**config.mk**
```make
export PLATFORM = sky130hd
export DESIGN_NAME = uart_wishbone_bridge_flat
export DESIGN_NICKNAME = d
export VERILOG_FILES = /design/src/rtl/uart_wishbone_bridge_if.sv /design/src/rtl/uart_wishbone_bridge.sv /design/src/flat_wrapper.sv
export SDC_FILE = /design/constraint.sdc
export NUM_CORES = 1
export LEC_CHECK = 0
export CORE_MARGIN = 2
export CORE_UTILIZATION = 48
export DETAILED_ROUTE_END_ITERATION = 6
export HOLD_SLACK_MARGIN = 0.15
export PLACE_DENSITY = 0.77
export SLEW_MARGIN = 5
export SYNTH_ARGS = -nofsm -noshare
export SYNTH_HDL_FRONTEND = slang
export SYNTH_SLANG_ARGS = --single-unit
```
**constraint.sdc**
```tcl
create_clock -name clk -period 1.9 [get_ports clk]
set_input_delay 0.19 -clock clk [delete_from_list [all_inputs] [get_ports clk]]
set_output_delay 0.19 -clock clk [all_outputs]
set_load 0.02 [all_outputs]
```
**src/rtl/uart_wishbone_bridge_if.sv**
```systemverilog
// Bundles the byte-stream handshakes and the Wishbone classic bus of the UART bridge.
// The bridge uses "master"; the environment (UART, interconnect, bench) uses "slave".
interface uart_wishbone_bridge_if #(
    parameter int ADDR_WIDTH = 30
);
    logic [7:0]            rx_data;
    logic                  rx_valid;
    logic                  rx_ready;
    logic [7:0]            tx_data;
    logic                  tx_valid;
    logic                  tx_ready;
    logic [ADDR_WIDTH-1:0] wb_adr;
    logic [31:0]           wb_dat_w;
    logic [31:0]           wb_dat_r;
    logic [3:0]            wb_sel;
    logic                  wb_cyc;
    logic                  wb_stb;
    logic                  wb_we;
    logic                  wb_ack;
    logic                  wb_err;

    modport master (
        input  rx_data, rx_valid, tx_ready, wb_dat_r, wb_ack, wb_err,
        output rx_ready, tx_data, tx_valid, wb_adr, wb_dat_w, wb_sel, wb_cyc, wb_stb, wb_we
    );

    modport slave (
        output rx_data, rx_valid, tx_ready, wb_dat_r, wb_ack, wb_err,
        input  rx_ready, tx_data, tx_valid, wb_adr, wb_dat_w, wb_sel, wb_cyc, wb_stb, wb_we
    );
endinterface

```
**src/rtl/uart_wishbone_bridge.sv**
```systemverilog
// Host command engine: decodes UART byte frames into Wishbone single-word cycles
// and streams read data back out as bytes, MSB first.
module uart_wishbone_bridge #(
    parameter int ADDR_WIDTH     = 30,
    parameter int TIMEOUT_CYCLES = 1000000
) (
    input  logic                   clk,
    input  logic                   rst_n,
    uart_wishbone_bridge_if.master bus,
    output logic                   busy
);

    typedef enum logic [2:0] {
        S_IDLE,
        S_LEN,
        S_ADDR,
        S_WDATA,
        S_WB,
        S_TX
    } state_e;

    localparam int TIMER_W = $clog2(TIMEOUT_CYCLES + 1);

    state_e                state_q;
    logic                  rx_ready_q;
    logic                  tx_valid_q;
    logic                  cyc_q;
    logic                  we_q;
    logic                  is_read_q;
    logic [7:0]            count_q;
    logic [1:0]            byte_cnt_q;
    logic [ADDR_WIDTH-1:0] adr_q;
    logic [31:0]           wdat_q;
    logic [31:0]           tx_word_q;
    logic [TIMER_W-1:0]    timer_q;

    logic       rx_fire;
    logic       tx_fire;
    logic       wb_done;
    logic       in_frame;
    logic       timed_out;
    logic [7:0] count_d;

    assign rx_fire   = rx_ready_q & bus.rx_valid;
    assign tx_fire   = tx_valid_q & bus.tx_ready;
    assign wb_done   = cyc_q & (bus.wb_ack | bus.wb_err);
    assign count_d   = count_q - 8'd1;
    assign in_frame  = (state_q == S_LEN) || (state_q == S_ADDR) || (state_q == S_WDATA);
    assign timed_out = in_frame && !rx_fire && (timer_q == TIMER_W'(TIMEOUT_CYCLES - 1));

    assign bus.rx_ready = rx_ready_q;
    assign bus.tx_valid = tx_valid_q;
    assign bus.tx_data  = tx_word_q[31:24];
    assign bus.wb_adr   = adr_q;
    assign bus.wb_dat_w = wdat_q;
    assign bus.wb_sel   = cyc_q ? 4'hF : 4'h0;
    assign bus.wb_cyc   = cyc_q;
    assign bus.wb_stb   = cyc_q;
    assign bus.wb_we    = we_q;
    assign busy         = (state_q != S_IDLE);

    // byte_cnt_q is 2 bits, so it wraps back to 0 after every 4-byte group on its own.
    always_ff @(posedge clk or negedge rst_n) begin
        if (!rst_n) begin
            state_q    <= S_IDLE;
            rx_ready_q <= 1'b0;
            tx_valid_q <= 1'b0;
            cyc_q      <= 1'b0;
            we_q       <= 1'b0;
            is_read_q  <= 1'b0;
            count_q    <= '0;
            byte_cnt_q <= '0;
            adr_q      <= '0;
            wdat_q     <= '0;
            tx_word_q  <= '0;
            timer_q    <= '0;
        end else begin
            if (in_frame && !rx_fire) begin
                timer_q <= timer_q + TIMER_W'(1);
            end else begin
                timer_q <= '0;
            end

            case (state_q)
                S_IDLE: begin
                    rx_ready_q <= 1'b1;
                    if (rx_fire && (bus.rx_data == 8'h01 || bus.rx_data == 8'h02)) begin
                        is_read_q <= (bus.rx_data == 8'h02);
                        state_q   <= S_LEN;
                    end
                end

                S_LEN: begin
                    if (timed_out) begin
                        state_q <= S_IDLE;
                    end else if (rx_fire) begin
                        count_q    <= bus.rx_data;
                        byte_cnt_q <= '0;
                        state_q    <= S_ADDR;
                    end
                end

                // Shifting into adr_q keeps only the low ADDR_WIDTH bits of the 32-bit address.
                S_ADDR: begin
                    if (timed_out) begin
                        state_q <= S_IDLE;
                    end else if (rx_fire) begin
                        adr_q      <= {adr_q[ADDR_WIDTH-9:0], bus.rx_data};
                        byte_cnt_q <= byte_cnt_q + 2'd1;
                        if (byte_cnt_q == 2'd3) begin
                            if (count_q == 8'd0) begin
                                state_q <= S_IDLE;
                            end else if (is_read_q) begin
                                state_q    <= S_WB;
                                cyc_q      <= 1'b1;
                                rx_ready_q <= 1'b0;
                            end else begin
                                state_q <= S_WDATA;
                            end
                        end
                    end
                end

                S_WDATA: begin
                    if (timed_out) begin
                        state_q <= S_IDLE;
                    end else if (rx_fire) begin
                        wdat_q     <= {wdat_q[23:0], bus.rx_data};
                        byte_cnt_q <= byte_cnt_q + 2'd1;
                        if (byte_cnt_q == 2'd3) begin
                            state_q    <= S_WB;
                            cyc_q      <= 1'b1;
                            we_q       <= 1'b1;
                            rx_ready_q <= 1'b0;
                        end
                    end
                end

                S_WB: begin
                    if (wb_done) begin
                        cyc_q <= 1'b0;
                        we_q  <= 1'b0;
                        adr_q <= adr_q + ADDR_WIDTH'(1);
                        if (!is_read_q) begin
                            count_q    <= count_d;
                            rx_ready_q <= 1'b1;
                            state_q    <= (count_d != 8'd0) ? S_WDATA : S_IDLE;
                        end else begin
                            tx_word_q  <= bus.wb_err ? 32'h0000_0000 : bus.wb_dat_r;
                            tx_valid_q <= 1'b1;
                            state_q    <= S_TX;
                        end
                    end
                end

                // tx_data is the top byte of tx_word_q; it only shifts on an accepted byte.
                S_TX: begin
                    if (tx_fire) begin
                        tx_word_q  <= {tx_word_q[23:0], 8'h00};
                        byte_cnt_q <= byte_cnt_q + 2'd1;
                        if (byte_cnt_q == 2'd3) begin
                            tx_valid_q <= 1'b0;
                            count_q    <= count_d;
                            if (count_d != 8'd0) begin
                                state_q <= S_WB;
                                cyc_q   <= 1'b1;
                            end else begin
                                state_q    <= S_IDLE;
                                rx_ready_q <= 1'b1;
                            end
                        end
                    end
                end

                default: begin
                    state_q <= S_IDLE;
                end
            endcase
        end
    end

endmodule

```
**src/flat_wrapper.sv**
```systemverilog
// flat-port wrapper written by rule: the top's interface ports become plain ports
module uart_wishbone_bridge_flat 
#(
    parameter int ADDR_WIDTH     = 30,
    parameter int TIMEOUT_CYCLES = 1000000
)
  (clk, rst_n, busy, bus_rx_data, bus_rx_valid, bus_tx_ready, bus_wb_dat_r, bus_wb_ack, bus_wb_err, bus_rx_ready, bus_tx_data, bus_tx_valid, bus_wb_adr, bus_wb_dat_w, bus_wb_sel, bus_wb_cyc, bus_wb_stb, bus_wb_we);
  uart_wishbone_bridge_if #(.ADDR_WIDTH(ADDR_WIDTH)) bus_i ();
  input  logic clk;
  input  logic rst_n;
  output logic busy;
  input wire logic [$bits(bus_i.rx_data)-1:0] bus_rx_data;
  input wire logic [$bits(bus_i.rx_valid)-1:0] bus_rx_valid;
  input wire logic [$bits(bus_i.tx_ready)-1:0] bus_tx_ready;
  input wire logic [$bits(bus_i.wb_dat_r)-1:0] bus_wb_dat_r;
  input wire logic [$bits(bus_i.wb_ack)-1:0] bus_wb_ack;
  input wire logic [$bits(bus_i.wb_err)-1:0] bus_wb_err;
  output wire logic [$bits(bus_i.rx_ready)-1:0] bus_rx_ready;
  output wire logic [$bits(bus_i.tx_data)-1:0] bus_tx_data;
  output wire logic [$bits(bus_i.tx_valid)-1:0] bus_tx_valid;
  output wire logic [$bits(bus_i.wb_adr)-1:0] bus_wb_adr;
  output wire logic [$bits(bus_i.wb_dat_w)-1:0] bus_wb_dat_w;
  output wire logic [$bits(bus_i.wb_sel)-1:0] bus_wb_sel;
  output wire logic [$bits(bus_i.wb_cyc)-1:0] bus_wb_cyc;
  output wire logic [$bits(bus_i.wb_stb)-1:0] bus_wb_stb;
  output wire logic [$bits(bus_i.wb_we)-1:0] bus_wb_we;
  assign bus_i.rx_data = bus_rx_data;
  assign bus_i.rx_valid = bus_rx_valid;
  assign bus_i.tx_ready = bus_tx_ready;
  assign bus_i.wb_dat_r = bus_wb_dat_r;
  assign bus_i.wb_ack = bus_wb_ack;
  assign bus_i.wb_err = bus_wb_err;
  assign bus_rx_ready = bus_i.rx_ready;
  assign bus_tx_data = bus_i.tx_data;
  assign bus_tx_valid = bus_i.tx_valid;
  assign bus_wb_adr = bus_i.wb_adr;
  assign bus_wb_dat_w = bus_i.wb_dat_w;
  assign bus_wb_sel = bus_i.wb_sel;
  assign bus_wb_cyc = bus_i.wb_cyc;
  assign bus_wb_stb = bus_i.wb_stb;
  assign bus_wb_we = bus_i.wb_we;
  uart_wishbone_bridge #(.ADDR_WIDTH(ADDR_WIDTH), .TIMEOUT_CYCLES(TIMEOUT_CYCLES)) u_core (.clk(clk), .rst_n(rst_n), .bus(bus_i), .busy(busy));
endmodule
```
# Word-level counts from Yosys, hierarchy flattened
# Index checks and enable logic that the tools add are counted.
totals:
  mem_bits_rw: 0
  mem_bits_ro: 0
  latchBits: 0
  in_bits: 46
  word_cells: 158
  output_inout_bits: 80
  register_bits: 132
  memories: 0
classes:
  reduce_logical: 30
  eq_ne: 34
  mul: 0
  mux: 73
  bitwise: 5
  n_addsub: 4
  n_div: 0
  order_cmp: 0
  shifts: 0
ops:
  columns: ["operator", "n"]
  rows:
  - ["2-to-1 mux 32 bit", 4]
  - ["2-to-1 mux 30 bit", 3]
  - ["case mux 32 bit (2 select lines)", 1]
  - ["case mux 30 bit (2 select lines)", 1]
  - ["2-to-1 mux 3 bit", 16]
  - ["2-to-1 mux 8 bit", 6]
  - ["adder 30 x 1 -> 30 bit, second input constant", 1]
  - ["2-to-1 mux 1 bit", 27]
  - ["case mux 8 bit (3 select lines)", 1]
  - ["inequality test 2 x 1 -> 1 bit, second input constant", 11]
  - ["adder 20 x 1 -> 20 bit, second input constant", 1]
  - ["equality test 20 bit, second input constant", 1]
  - ["2-to-1 mux 20 bit", 1]
  - ["inequality test 2 bit, second input constant", 9]
  - ["case mux 3 bit (6 select lines)", 1]
  - ["AND reduction 14 bit", 1]
  - ["AND reduction 13 bit", 1]
  - ["2-to-1 mux 2 bit", 6]
  - ["AND reduction 5 bit", 2]
  - ["inequality test 3 x 1 -> 1 bit, second input constant", 3]
  - ["AND reduction 9 bit", 1]
  - ["nonzero test 3 bit", 3]
  - ["equality test 8 x 1 -> 1 bit, second input constant", 1]
  - ["equality test 8 x 2 -> 1 bit, second input constant", 1]
  - ["30 further kinds", 43]

# Depth between registers and ports, before layout
logic_depth:
  ltp_word: 7
  ltp_mapped: 8
  ltp_nobuf: 7

# Worst setup path after synthesis
# No wires, ideal clock.
synth_timing:
  path_type: "register -> register"
  from: "register u_core.adr_q[0] (netlist: u_core.bus.wb_adr[0])"
  to: "register u_core.adr_q[20] (netlist: u_core.bus.wb_adr[20])"
  path_stages_with_launch: 8
  path_slack_ns: 0.037
  required_time_ns: 1.820
  synth_period_minus_slack_ns: 1.863
  setup_time_ns: 0.080
  t_arrival_ns: 1.783
  n_path_buf: 1
  cell_sequence: "dfrtp_1 > ha_1 > nand3_1 > nor3_1 > buf_2 > nand4_1 > a21oi_1 > a2bb2oi_1"
synth_via:
  elab_chain_len: 3
synth_lines:
  columns: ["element", "line", "text"]
  rows:
  - ["start, declared", "uart_wishbone_bridge.sv:32", "logic [ADDR_WIDTH-1:0] adr_q;"]
  - ["start signal, assigned", "uart_wishbone_bridge.sv:108", "adr_q <= {adr_q[ADDR_WIDTH-9:0], bus.rx_data};"]
  - ["start signal, assigned", "uart_wishbone_bridge.sv:143", "adr_q <= adr_q + ADDR_WIDTH'(1);"]
  - ["adder 30 x 1 -> 30 bit", "uart_wishbone_bridge.sv:143", null]
  - ["2-to-1 mux 30 bit", "uart_wishbone_bridge.sv:140", "if (wb_done) begin"]
  - ["case mux 30 bit (2 select lines)", "uart_wishbone_bridge.sv:84", "case (state_q)"]
# No other way between the ends. The select of a mux whose other input is x is not followed.
# A chain may end at the register's enable or synchronous reset.

# Worst setup path in the final report
layout_timing:
  from: "register u_core.timer_q[7]"
  to: "register u_core.state_q[1]"
layout_via:
  elab_chain_len: 4
  elab_cells_between_ends: 12
  classes_between: "eq/ne: 6; mux: 4; reduce/logical: 2"
layout_lines:
  columns: ["element", "line", "text"]
  rows:
  - ["start, declared", "uart_wishbone_bridge.sv:35", "logic [TIMER_W-1:0] timer_q;"]
  - ["start signal, assigned", "uart_wishbone_bridge.sv:79", "timer_q <= timer_q + TIMER_W'(1);"]
  - ["equality test 20 bit *", "uart_wishbone_bridge.sv:49", "assign timed_out = in_frame && !rx_fire && (timer_q == TIMER_W'(TIMEOUT_CYCLES - 1));"]
  - ["logical AND 1 bit *", "uart_wishbone_bridge.sv:49", null]
  - ["inequality test 3 x 1 -> 1 bit (no source line), or another cell as far along", null, null]
  - ["AND reduction 9 bit (no source line) or case mux 3 bit (6 select lines) (tied branches)", null, null]
  - ["end signal, assigned", "uart_wishbone_bridge.sv:147", "state_q <= (count_d != 8'd0) ? S_WDATA : S_IDLE;"]
  - ["end, declared", "uart_wishbone_bridge.sv:24", "state_e state_q;"]
# Mark *: on every way between the ends. The rest lies on a longest branch, timed or not.

==> qor.txt <==
status = complete, but fails checks
failing checks = negative setup slack
Crit path buffers/inverters = 0
vias in the first global route = 6194
combinational power share = 0.470
post-synthesis mux area share = 0.01597
Met1 Wirelength = 7747 um
Die ar. = 0.01534 mm2
Final Instance Area = 0.009620 mm2
# port buffers = 125
largest family of logic cells by synthesized area = simple AND/OR/NAND/NOR gates
pre-CTS setup slack = -200.0 ps
initial antenna violation count = 0
ys flop type = dfrtp_1
Slew headroom = 0.6084
Reg clk slew, reported paths = 60 ps
switching part of the total = 0.3862
Cell Chain, Critical Path = or4_4 -> nor4_4 -> a311oi_2 -> nor4b_2 -> a22o_1
sequential share of the synthesized area = 0.4792
Post-Syn Instances = 772
Area contributors post-synth = dfrtp_1 (48%), nand2_1 (8.1%), a21oi_1 (3.0%)
Final Cycle Share = 1.026
mean area per synthesized cell = 8.929 um2
asr flop ratio synth = 1.000
Pre-Repair DR Iteration Count = 6
DR vias/cell = 5.673
Cell variety after synth = 67
Placeable Area = 0.01393 mm2
#FFs+latches synth = 132
CTS root buf = clkbuf_16
Tot GR Track Use = 0.2462
share of cells above drive strength 1 = 0.1745
Final Setup Violations = 3
vias = 6484
Final Hold Fails = 0
Tmin final = 1949 ps
worst min-delay path class = input pin to asynchronous set/reset pin
crit start category = register
DRC viols = 0
H-tree levels = 4
CTS Sinks = 132
power share of the sequential group = 0.301
PnR worst setup slack = -49.36 ps
Post-Route WL = 18200 um
die span in x = 123.8 um
average wire per standard cell = 15.92 um
Critical Path RT = 2260 ps
Max Freq = 513.0 MHz
Synth Warn # = 0
Worst Setup End Kind = register
RR Startpoint = u_core.timer_q[7]
Final ANT Viol Nets = 0
Worst Tran Pin Value = 587.4 ps
Slowest-stage cell, CP = or4_4
number of DRC markers in iteration 0 = 608
largest net degree at the start of global routing = 62
Arr. time, crit path = 2310 ps
maximum fanout along the worst path = 3
Compound-Gate Fraction of Synth Area = 0.1959
Max Buffers Root-to-Sink = 2
dpl cell area = 0.008879 mm2
EDFF count, synth = 0
DP Wirelength = 12370 um
xor and xnor fraction of the mapped netlist area = 0.02287
Post-Synth Simple-Gate Area = 0.2137
CP max stage delay = 550 ps
syn_nets = 827
Worst Skew = 6.116 ps
global-route wire length before repair = 29620 um
NetSw = 0.005691 W
row cnt = 43
internal power = 0.009046 W
max-cap viol count = 0
clk_lat worst skew = 420 ps
share of the synthesized area in the top cell type = 0.4792
Num CTS Buffers = 17
cell taking the most area after synthesis = dfrtp_1
number of fill cells = 1062
Nets = 1005
GPL Wtd Cong = 0.8612
Leakage = 4.190 nW
R2R setup slack = -50 ps
Ports = 126
chip height = 123.8 um
adder-cell share of the synthesized area = 0.01634
Reg2Reg Capture Point = u_core.state_q[1]
Pins Over Slew Limit = 0
Hold WS = 302.1 ps
RSZ-0062 raised after global routing = true
commonest non-fill, non-tap cell in the layout = nand2_1
Initial Util = 0.4947
area delta synth->final = 39.57%
gr ovfl total = 0
Worst Reg-to-Reg Cells = 5
WL met3 = 1086 um
WS Path Type = register to register
most frequent cells in the layout = nand2_1 (148), dfrtp_1 (130), clkdlybuf4s50_1 (123)
WL met2 = 9016 um
CTS tree = yes
maximum VDD drop = 765.1 uV
antenna cell count = 0
Final Util = 0.6904
Post-Syn Area = 0.006893 mm2
clock network fraction of total power = 0.230
Power Dens Cells = 1532 mW/mm2
Crit path max-delay family = simple AND/OR/NAND/NOR gates
DR top layer = met4
-- registers in the layout, summed over array words and instances, names as in the netlist --
signal               count
u_core.bus.wb_dat_w     32
u_core.count_q           8
u_core.tx_word_q        32
u_core.bus.wb_we         1
u_core.is_read_q         1
u_core.bus.wb_adr       30
u_core.byte_cnt_q        2
u_core.bus.wb_cyc        1
u_core.state_q           3
u_core.bus.rx_ready      1
u_core.timer_q          20
u_core.bus.tx_valid      1
-- how the worst max path moves through the flow --
stage	start	slack, ps	to	cells after the start
floorplan	u_core.bus.wb_adr[0]	40	u_core.bus.wb_adr[20]	7
global placement	bus_rx_data[6]	-170	u_core.state_q[1]	6
detailed placement	bus_rx_data[6]	-200	u_core.state_q[1]	6
CTS	u_core.timer_q[7]	-80	u_core.state_q[1]	5
global route	u_core.timer_q[7]	-140	u_core.state_q[0]	5
finish	u_core.timer_q[7]	-50	u_core.state_q[1]	5
-- timing repair --
action	4_1_cts	5_1_grt
gates resized for setup	5	13
cloned	0	1
setup endpoints to repair	8	19
buffers inserted	2	6
hold endpoints to repair	58	0
hold buffers	1	0
pin swaps	1	2
-- cell type report --
cell class	instances	area, um2	share of cell area
flip-flops and latches	132	3306	0.3436
multi-input cells	555	3279	0.3409
repair buffers	222	2115	0.2198
clock buffers	18	439.2	0.04565
well taps	180	225.2	0.02341
clock inverters	14	173.9	0.01808
inverters	22	82.58	0.008584
-- Yosys cell counts, drive strengths merged, types with 3 or more instances --
| master | instances |
|---|---|
| a211oi | 3 |
| a21oi | 42 |
| a221oi | 3 |
| a22o | 3 |
| a22oi | 28 |
| a2bb2oi | 16 |
| a311oi | 4 |
| a31oi | 6 |
| and2 | 5 |
| and3 | 8 |
| and4 | 4 |
| buf | 31 |
| clkbuf | 32 |
| dfrtp | 132 |
| ha | 9 |
| inv | 22 |
| mux2 | 8 |
| nand2 | 149 |
| nand2b | 5 |
| nand3 | 31 |
| nand4 | 14 |
| nor2 | 49 |
| nor3 | 18 |
| nor4 | 6 |
| o21ai | 65 |
| o22a | 4 |
| o22ai | 15 |
| or2 | 3 |
| or3 | 5 |
| xnor2 | 10 |
| xor2 | 8 |
-- cells by family after synthesis --
family,after synthesis
adder cells (fa/ha/maj),9
AND/OR/NAND/NOR,310
buffers and inverters,85
multiplexers,10
AO/OA/AOI/OAI,208
flip-flops,132
XOR/XNOR,18
-- per-layer routing --
| layer | up-vias | track usage |
|---|---|---|
| met5 | - | 0 |
| met4 | 0 | 0.1044 |
| met3 | 31 | 0.05220 |
| met2 | 234 | 0.3984 |
| met1 | 3121 | 0.3212 |
| li1 | 3098 | - |
-- metrics by stage --
step | TNS (ps) | total power, W | instances
after CTS | -211.0 | 0.01459 | 1136
after floorplan | 0 | 0.008057 | 772
after global routing | -415.2 | 0.01562 | 1143
final | -116.8 | 0.01474 | 1143
after detailed placement | -1164 | 0.01110 | 1101
after global placement | -622.7 | 0.01095 | 1101
-- power groups by stage --
stage	logic [W]	registers, W	clock network (W)
floorplan	0.00291	0.00514	0
global placement	0.00652	0.00443	0
detailed placement	0.00665	0.00445	0
CTS	0.00674	0.00441	0.00344
global route	0.00754	0.00454	0.00355
finish	0.00692	0.00443	0.00339
No activity file was read; power rests on OpenSTA's default activity.
